### src/rtl/ariscv_wbctl_if.sv
// Write-back controller bus: issue/hazard handshake, ALU and LSU result
// channels, and the register file write port.
interface ariscv_wbctl_if #(
  parameter int MSB  = 4,
  parameter int REGW = 32
);
  // Decode issue and hazard response
  logic            iss_valid;
  logic [MSB:0]    iss_rs1;
  logic [MSB:0]    iss_rs2;
  logic [MSB:0]    iss_rd;
  logic            iss_stall;

  // ALU result channel (always accepted)
  logic            alu_valid;
  logic [MSB:0]    alu_rd;
  logic [REGW-1:0] alu_data;

  // LSU load result channel (valid/ready)
  logic            lsu_valid;
  logic            lsu_ready;
  logic [MSB:0]    lsu_rd;
  logic [REGW-1:0] lsu_data;

  // Register file write port
  logic            we3;
  logic [MSB:0]    a3;
  logic [REGW-1:0] wd3;

  // Producer side: decode, ALU, LSU and the register file sink
  modport master (
    output iss_valid, iss_rs1, iss_rs2, iss_rd,
    output alu_valid, alu_rd, alu_data,
    output lsu_valid, lsu_rd, lsu_data,
    input  iss_stall, lsu_ready, we3, a3, wd3
  );

  // Controller side
  modport slave (
    input  iss_valid, iss_rs1, iss_rs2, iss_rd,
    input  alu_valid, alu_rd, alu_data,
    input  lsu_valid, lsu_rd, lsu_data,
    output iss_stall, lsu_ready, we3, a3, wd3
  );
endinterface

### src/rtl/ariscv_wbctl.sv
// Write-back controller: arbitrates ALU and queued LSU results onto the
// single register file write port and keeps a busy scoreboard of pending
// destinations to stall RAW/WAW hazards at issue.
module ariscv_wbctl #(
  parameter int NREG     = 32,
  parameter int MSB      = 4,
  parameter int REGW     = 32,
  parameter int LQ_DEPTH = 2
) (
  input  logic           clk,
  input  logic           srst,
  ariscv_wbctl_if.slave  bus
);

  localparam int PW = $clog2(LQ_DEPTH);
  localparam int CW = PW + 1;
  localparam logic [CW-1:0] LQ_FULL = CW'(LQ_DEPTH);

  typedef struct packed {
    logic [MSB:0]    rd;
    logic [REGW-1:0] data;
  } lq_entry_t;

  // LSU result queue
  lq_entry_t       lq_mem_q [LQ_DEPTH];
  lq_entry_t       lq_head;
  logic [PW-1:0]   wr_ptr_q, wr_ptr_d;
  logic [PW-1:0]   rd_ptr_q, rd_ptr_d;
  logic [CW-1:0]   count_q, count_d;
  logic            push, pop, lsu_rdy;

  // Scoreboard and issue
  logic [NREG-1:0] busy_q, busy_d;
  logic            iss_fire;

  // Registered write port
  logic            we3_q, we3_d;
  logic [MSB:0]    a3_q, a3_d;
  logic [REGW-1:0] wd3_q, wd3_d;

  // Hazard detection: any operand or the destination still pending.
  assign bus.iss_stall = bus.iss_valid &
                         (busy_q[bus.iss_rs1] | busy_q[bus.iss_rs2] | busy_q[bus.iss_rd]);
  assign iss_fire      = bus.iss_valid & ~bus.iss_stall & (bus.iss_rd != '0);

  // The ready flag ignores a same-cycle pop, so a full queue never accepts.
  assign lsu_rdy       = ~srst & (count_q < LQ_FULL);
  assign bus.lsu_ready = lsu_rdy;
  assign push          = bus.lsu_valid & lsu_rdy;
  assign pop           = ~bus.alu_valid & (count_q != '0);
  assign lq_head       = lq_mem_q[rd_ptr_q];

  assign bus.we3 = we3_q;
  assign bus.a3  = a3_q;
  assign bus.wd3 = wd3_q;

  // Scoreboard next state: clear the register being written, then set the
  // newly issued destination so a coincident set wins.
  always_comb begin
    // NOTE: every combinational output gets a default first so no path
    // leaves it unassigned and infers a latch.
    busy_d = busy_q;
    if (we3_q)    busy_d[a3_q]       = 1'b0;
    if (iss_fire) busy_d[bus.iss_rd] = 1'b1;
    busy_d[0] = 1'b0;
  end

  // Write selection: ALU first, then the queue head; otherwise hold a3/wd3.
  always_comb begin
    we3_d = 1'b0;
    a3_d  = a3_q;
    wd3_d = wd3_q;
    if (bus.alu_valid) begin
      we3_d = (bus.alu_rd != '0);
      a3_d  = bus.alu_rd;
      wd3_d = bus.alu_data;
    end else if (pop) begin
      we3_d = (lq_head.rd != '0);
      a3_d  = lq_head.rd;
      wd3_d = lq_head.data;
    end
  end

  // Queue pointer and occupancy bookkeeping.
  always_comb begin
    wr_ptr_d = push ? wr_ptr_q + 1'b1 : wr_ptr_q;
    rd_ptr_d = pop  ? rd_ptr_q + 1'b1 : rd_ptr_q;
    count_d  = count_q + CW'(push) - CW'(pop);
  end

  // Queue storage: only the pointers and count define emptiness.
  always_ff @(posedge clk) begin
    // NOTE: the entry array is deliberately left out of reset; a zeroed
    // count makes stale contents unreachable and keeps this a plain RAM.
    if (push) lq_mem_q[wr_ptr_q] <= {bus.lsu_rd, bus.lsu_data};
  end

  // Control state with synchronous reset overriding all events.
  always_ff @(posedge clk) begin
    // NOTE: state registers use non-blocking assignments so every register
    // samples pre-edge values regardless of statement order.
    if (srst) begin
      busy_q   <= '0;
      wr_ptr_q <= '0;
      rd_ptr_q <= '0;
      count_q  <= '0;
      we3_q    <= 1'b0;
      a3_q     <= '0;
      wd3_q    <= '0;
    end else begin
      busy_q   <= busy_d;
      wr_ptr_q <= wr_ptr_d;
      rd_ptr_q <= rd_ptr_d;
      count_q  <= count_d;
      we3_q    <= we3_d;
      a3_q     <= a3_d;
      wd3_q    <= wd3_d;
    end
  end

endmodule
### src/flat_wrapper.sv
// flat-port wrapper written by rule: the top's interface ports become plain ports
module ariscv_wbctl_flat 
#(
  parameter int NREG     = 32,
  parameter int MSB      = 4,
  parameter int REGW     = 32,
  parameter int LQ_DEPTH = 2
)
  (clk, srst, bus_iss_valid, bus_iss_rs1, bus_iss_rs2, bus_iss_rd, bus_alu_valid, bus_alu_rd, bus_alu_data, bus_lsu_valid, bus_lsu_rd, bus_lsu_data, bus_iss_stall, bus_lsu_ready, bus_we3, bus_a3, bus_wd3);
  ariscv_wbctl_if #(.MSB(MSB), .REGW(REGW)) bus_i ();
  input  logic clk;
  input  logic srst;
  input wire logic [$bits(bus_i.iss_valid)-1:0] bus_iss_valid;
  input wire logic [$bits(bus_i.iss_rs1)-1:0] bus_iss_rs1;
  input wire logic [$bits(bus_i.iss_rs2)-1:0] bus_iss_rs2;
  input wire logic [$bits(bus_i.iss_rd)-1:0] bus_iss_rd;
  input wire logic [$bits(bus_i.alu_valid)-1:0] bus_alu_valid;
  input wire logic [$bits(bus_i.alu_rd)-1:0] bus_alu_rd;
  input wire logic [$bits(bus_i.alu_data)-1:0] bus_alu_data;
  input wire logic [$bits(bus_i.lsu_valid)-1:0] bus_lsu_valid;
  input wire logic [$bits(bus_i.lsu_rd)-1:0] bus_lsu_rd;
  input wire logic [$bits(bus_i.lsu_data)-1:0] bus_lsu_data;
  output wire logic [$bits(bus_i.iss_stall)-1:0] bus_iss_stall;
  output wire logic [$bits(bus_i.lsu_ready)-1:0] bus_lsu_ready;
  output wire logic [$bits(bus_i.we3)-1:0] bus_we3;
  output wire logic [$bits(bus_i.a3)-1:0] bus_a3;
  output wire logic [$bits(bus_i.wd3)-1:0] bus_wd3;
  assign bus_i.iss_valid = bus_iss_valid;
  assign bus_i.iss_rs1 = bus_iss_rs1;
  assign bus_i.iss_rs2 = bus_iss_rs2;
  assign bus_i.iss_rd = bus_iss_rd;
  assign bus_i.alu_valid = bus_alu_valid;
  assign bus_i.alu_rd = bus_alu_rd;
  assign bus_i.alu_data = bus_alu_data;
  assign bus_i.lsu_valid = bus_lsu_valid;
  assign bus_i.lsu_rd = bus_lsu_rd;
  assign bus_i.lsu_data = bus_lsu_data;
  assign bus_iss_stall = bus_i.iss_stall;
  assign bus_lsu_ready = bus_i.lsu_ready;
  assign bus_we3 = bus_i.we3;
  assign bus_a3 = bus_i.a3;
  assign bus_wd3 = bus_i.wd3;
  ariscv_wbctl #(.NREG(NREG), .MSB(MSB), .REGW(REGW), .LQ_DEPTH(LQ_DEPTH)) u_core (.clk(clk), .srst(srst), .bus(bus_i));
endmodule
### config.mk
export PLATFORM = sky130hd
export DESIGN_NAME = ariscv_wbctl_flat
export DESIGN_NICKNAME = d
export VERILOG_FILES = /design/src/rtl/ariscv_wbctl_if.sv /design/src/rtl/ariscv_wbctl.sv /design/src/flat_wrapper.sv
export SDC_FILE = /design/constraint.sdc
export NUM_CORES = 1
export LEC_CHECK = 0
export ABC_AREA = 1
export BUFFER_PORTS_ARGS = -buffer_cell sky130_fd_sc_hd__buf_4
export CAP_MARGIN = 0
export CORE_MARGIN = 8
export CORE_UTILIZATION = 50
export CTS_CLUSTER_SIZE = 28
export DETAILED_ROUTE_END_ITERATION = 10
export PLACE_DENSITY = 0.74
export RECOVER_POWER = 100
export SLEW_MARGIN = 10
export SYNTH_ARGS = -nofsm -noshare
export SYNTH_HDL_FRONTEND = slang
export SYNTH_SLANG_ARGS = --single-unit
### constraint.sdc
create_clock -name clk -period 2.6 [get_ports clk]
set_clock_uncertainty 0.2 [all_clocks]
set_input_delay 0 -clock clk [delete_from_list [all_inputs] [get_ports clk]]
set_output_delay 0 -clock clk [all_outputs]
set_load 0.005 [all_outputs]
==> impl_metrics.sql <==
INSERT INTO impl_metrics (metric_group, metric, value, unit) VALUES
('run_status', 'status', 'completed', ''),
('detailed_routing', 'postRouteAntennaNets', '0', ''),
('global_route', 'grt_first_pass_wirelength', '35600', 'um'),
('clocking', 'root_buffer', 'clkbuf_16', ''),
('global_route', 'antenna_violations_before_repair', '2', ''),
('synthesis', 'synth-edff-count', '74', ''),
('power_and_ir_drop', 'p_sw_frac', '0.306', ''),
('synthesis', 'ys_async_sr_fraction', '0', ''),
('timing', 'worstMarginPinSlew', '0.953', 'ns'),
('floorplan', 'fp.coreArea', '0.0138', 'mm2'),
('global_route', 'grt_pass1_vias', '6919', ''),
('detailed_routing', 'firstDrtPassIters', '5', ''),
('setup_path', 'worst_ep_arrival_time', '2.57', 'ns'),
('floorplan', 'die_w', '134', 'um'),
('worst_hold_path', 'timing.hold.worst.start', 'bus_alu_valid', ''),
('floorplan', 'io_pins', '134', ''),
('clocking', 'clockBufferDepth', '2', ''),
('detailed_routing', 'routed_wirelength', '22400', 'um'),
('synthesis', 'post_synthesis_net_count', '917', ''),
('layout', 'final_core_util', '0.697', ''),
('placement', 'place.detailed.hpwl', '13400', 'um'),
('synthesis', 'netlist_instances', '821', ''),
('job', 'maxCapViolCount', '0', ''),
('worst_hold_path', 'hold-path-cell-count', '5', ''),
('synthesis', 'synth_seq_cells', '148', ''),
('global_route', 'globalRouteTotalUtil', '0.251', ''),
('placement', 'io_buffer_count', '133', ''),
('global_route', 'maximum_number_of_pins_on_one_net_before_global_route_repair', '44', ''),
('worst_hold_path', 'hold_path.class', 'input port to flip-flop', ''),
('floorplan', 'design.die.area', '0.0180', 'mm2'),
('power_and_ir_drop', 'total_net_switching_power', '2160', 'uW'),
('layout', 'layout.cells.non_filler', '1241', ''),
('setup_path', 'cp.buffers_inverters', '6', ''),
('timing', 'final.setup.tns', '0', 'ns'),
('synthesis', 'ys_seq_area_frac', '0.530', ''),
('setup_path', 'timing.critical_path.max_delay_family', 'buffers and inverters', ''),
('timing', 'finalWorstPathRequiredPeriod', '2.48', 'ns'),
('clocking', 'cts_tree', 'done', ''),
('setup_path', 'critical_path_class', 'input port to flip-flop', ''),
('layout', 'area_added_between_synthesis_and_finish', '37.5', '%'),
('setup_path', 'crit_fanout', '15', ''),
('setup_path', 'r2r.worst_path.cells', '7', ''),
('power_and_ir_drop', 'power.density', '735', 'mW/mm2'),
('worst_hold_path', 'whs_endpoint', 'u_core.bus.wd3[12]', ''),
('detailed_routing', 'drcViolationCount', '0', ''),
('detailed_routing', 'dr_total_vias', '6943', ''),
('detailed_routing', 'vias_per_cell', '5.59', ''),
('timing', 'grt_setup_unrepaired', 'no', ''),
('power_and_ir_drop', 'internal_power', '4900', 'uW'),
('setup_path', 'r2r_setup_slack', '0.18', 'ns'),
('timing', 'final_count_of_pins_violating_max_slew', '0', ''),
('setup_path', 'max_stage_delay', '0.62', 'ns'),
('clocking', 'htree_levels', '4', ''),
('power_and_ir_drop', 'total_chip_power', '7060', 'uW'),
('power_and_ir_drop', 'peakVddDrop', '546', 'uV'),
('timing', 'max_freq', '0.403', 'GHz'),
('setup_path', 'timing.rr.end', 'u_core.bus.we3', ''),
('clocking', 'clk_latency', '0.43', 'ns'),
('detailed_routing', 'post_drt_wl_per_cell', '18.1', 'um'),
('power_and_ir_drop', 'p_leak', '0.00389', 'uW'),
('synthesis', 'syn_area', '0.00699', 'mm2'),
('synthesis', 'yosys_warnings', '0', ''),
('layout', 'fillerInstances', '1069', ''),
('setup_path', 'worstPathCellList', 'dlygate4sd3_1 -> clkbuf_1 -> nor3_1 -> dlygate4sd3_1 -> inv_1 -> o21ai_2 -> clkinvlp_4 -> clkbuf_2 -> nand4_1 -> a21oi_1', ''),
('floorplan', 'rows', '43', ''),
('detailed_routing', 'dr.first_iter.drc_count', '671', ''),
('floorplan', 'fp.dieH', '134', 'um'),
('power_and_ir_drop', 'share_clk_of_total_power', '0.350', ''),
('setup_path', 'cpMaxStageDelayCell', 'dlygate4sd3_1', ''),
('clocking', 'numClockSinks', '148', ''),
('timing', 'min_period_over_period', '0.954', '');
==> timing repair <==
item                                   4_1_cts  5_1_grt
setup endpoints to repair                    0       31
resized for setup                            0        5
buffers inserted                             0        2
hold buffers                               104        0
endpoints found under the hold margin      157        0
==> worst reg2reg max path: stages, from the launching register on <==
cell and delay, ns:
dfxtp_1 0.59, clkinv_1 0.14, or2_2 0.28, o21ai_0 0.11, nand3_1 0.11, o31ai_1 0.21
a31oi_1 0.10, dlygate4sd3_1 0.57
==> cell type report <==
type                            instances  area, um2  area share
Antenna cell                            2       5.00    0.000521
Clock buffer                           19        443      0.0461
Clock inverter                         13        150      0.0156
Inverter                               85        324      0.0337
Multi-Input combinational cell        543       2710       0.282
Sequential cell                       148       3700       0.386
Tap cell                              180        225      0.0235
Timing Repair Buffer                  250       2040       0.212
Timing Repair inverter                  1       7.51    0.000782
==> power groups by stage <==
stage	Clock (uW)	Combinational, uW	Sequential [uW]
finish	2470	1720	2870
global route	2580	1890	2890
CTS	2470	1720	2860
detailed placement	0	1490	2900
global placement	0	1470	2900
floorplan	0	870	2880
==> flip-flops by register name, indices dropped and copies added, names as in the netlist, named ones only <==
signal           cells
u_core.busy_q       31
u_core.bus.we3       1
u_core.bus.a3        5
u_core.count_q       2
u_core.lq_mem_q     74
u_core.bus.wd3      32
u_core.rd_ptr_q      1
u_core.wr_ptr_q      1
==> metrics by stage <==
step,worst slack [ns],instance area [um2]
2_1_floorplan,0.419,6990
3_3_place_gp,0.650,8050
3_5_place_dp,0.607,8050
4_1_cts,0.151,9690
5_1_grt,0.00893,9600
6_report,0.120,9600
==> worst max path at each step <==
stage / depth (start not counted) / startpoint / end / slack (ns)
finish: 10 / bus_iss_rd[4] / u_core.busy_q[18] / 0.12
global route: 15 / bus_iss_rd[0] / bus_iss_stall / 0.009
CTS: 7 / flip-flop / u_core.bus.we3 / 0.15
detailed placement: 8 / bus_alu_valid / u_core.bus.wd3[9] / 0.61
global placement: 8 / bus_alu_valid / u_core.bus.wd3[26] / 0.65
floorplan: 3 / u_core.count_q[1] / u_core.lq_mem_q[1][0] / 0.42
==> synthesized netlist by cell type, types with 4 or more instances <==
master | number | share of area
a22oi_1 | 4 | 0.0043
inv_1 | 72 | 0.039
nand2_1 | 147 | 0.079
buf_2 | 6 | 0.0043
buf_6 | 10 | 0.016
clkbuf_1 | 22 | 0.012
buf_4 | 4 | 0.0043
inv_2 | 10 | 0.0054
nor2_1 | 79 | 0.042
or2_2 | 17 | 0.015
o311ai_0 | 9 | 0.011
edfxtp_1 | 74 | 0.32
o21ai_0 | 51 | 0.037
dfxtp_1 | 74 | 0.21
a221oi_1 | 7 | 0.0088
o211ai_1 | 18 | 0.019
nor3_1 | 8 | 0.0057
nand3_1 | 69 | 0.049
nand4_1 | 31 | 0.028
a21oi_1 | 77 | 0.055
==> cells in the final DEF, fill, tap and decap left out, drive strengths merged, types with 2 or more instances in the layout <==
cell type    Yosys  final
nor3             8      8
clkbuf          22    100
o21ai           52     52
nand4           31     31
or2             17     17
dfxtp           74     74
edfxtp          74     74
buf             23     65
inv             82     84
nand2          150    150
a22oi            4      4
a21oi           77     77
a31oi            3      3
a221oi           7      7
clkinv           3      9
o211ai          18     18
ha               2      2
nand3           69     69
nor2            83     83
dlygate4sd3      0    104
clkinvlp         0      4
diode            0      2
bufinv           0      2
mux2i            2      2
o22ai            3      3
o311ai          11     11
==> per-layer routing <==
metal,up-vias,part of all wire,track usage
met5,-,0,0
met4,0,0.046,0.148
met3,80,0.073,0.0673
met2,334,0.51,0.428
met1,3234,0.37,0.276
li1,3295,-,-
==> cell families (layout without fill, tap and decap cells) <==
| family | Yosys count | in the layout | share of synthesized area |
|---|---|---|---|
| DFF | 148 | 148 | 0.530 |
| AOI/OAI and AO/OA | 180 | 180 | 0.152 |
| muxes | 2 | 2 | 0.00287 |
| and+or+nand+nor | 358 | 358 | 0.227 |
| adders and majority gates | 2 | 2 | 0.00358 |
| other | 0 | 2 | 0 |
| buffers and inverters | 130 | 368 | 0.0840 |
| xor gates and xnor gates | 1 | 1 | 0.00125 |
No activity file was read; power rests on OpenSTA's default activity.
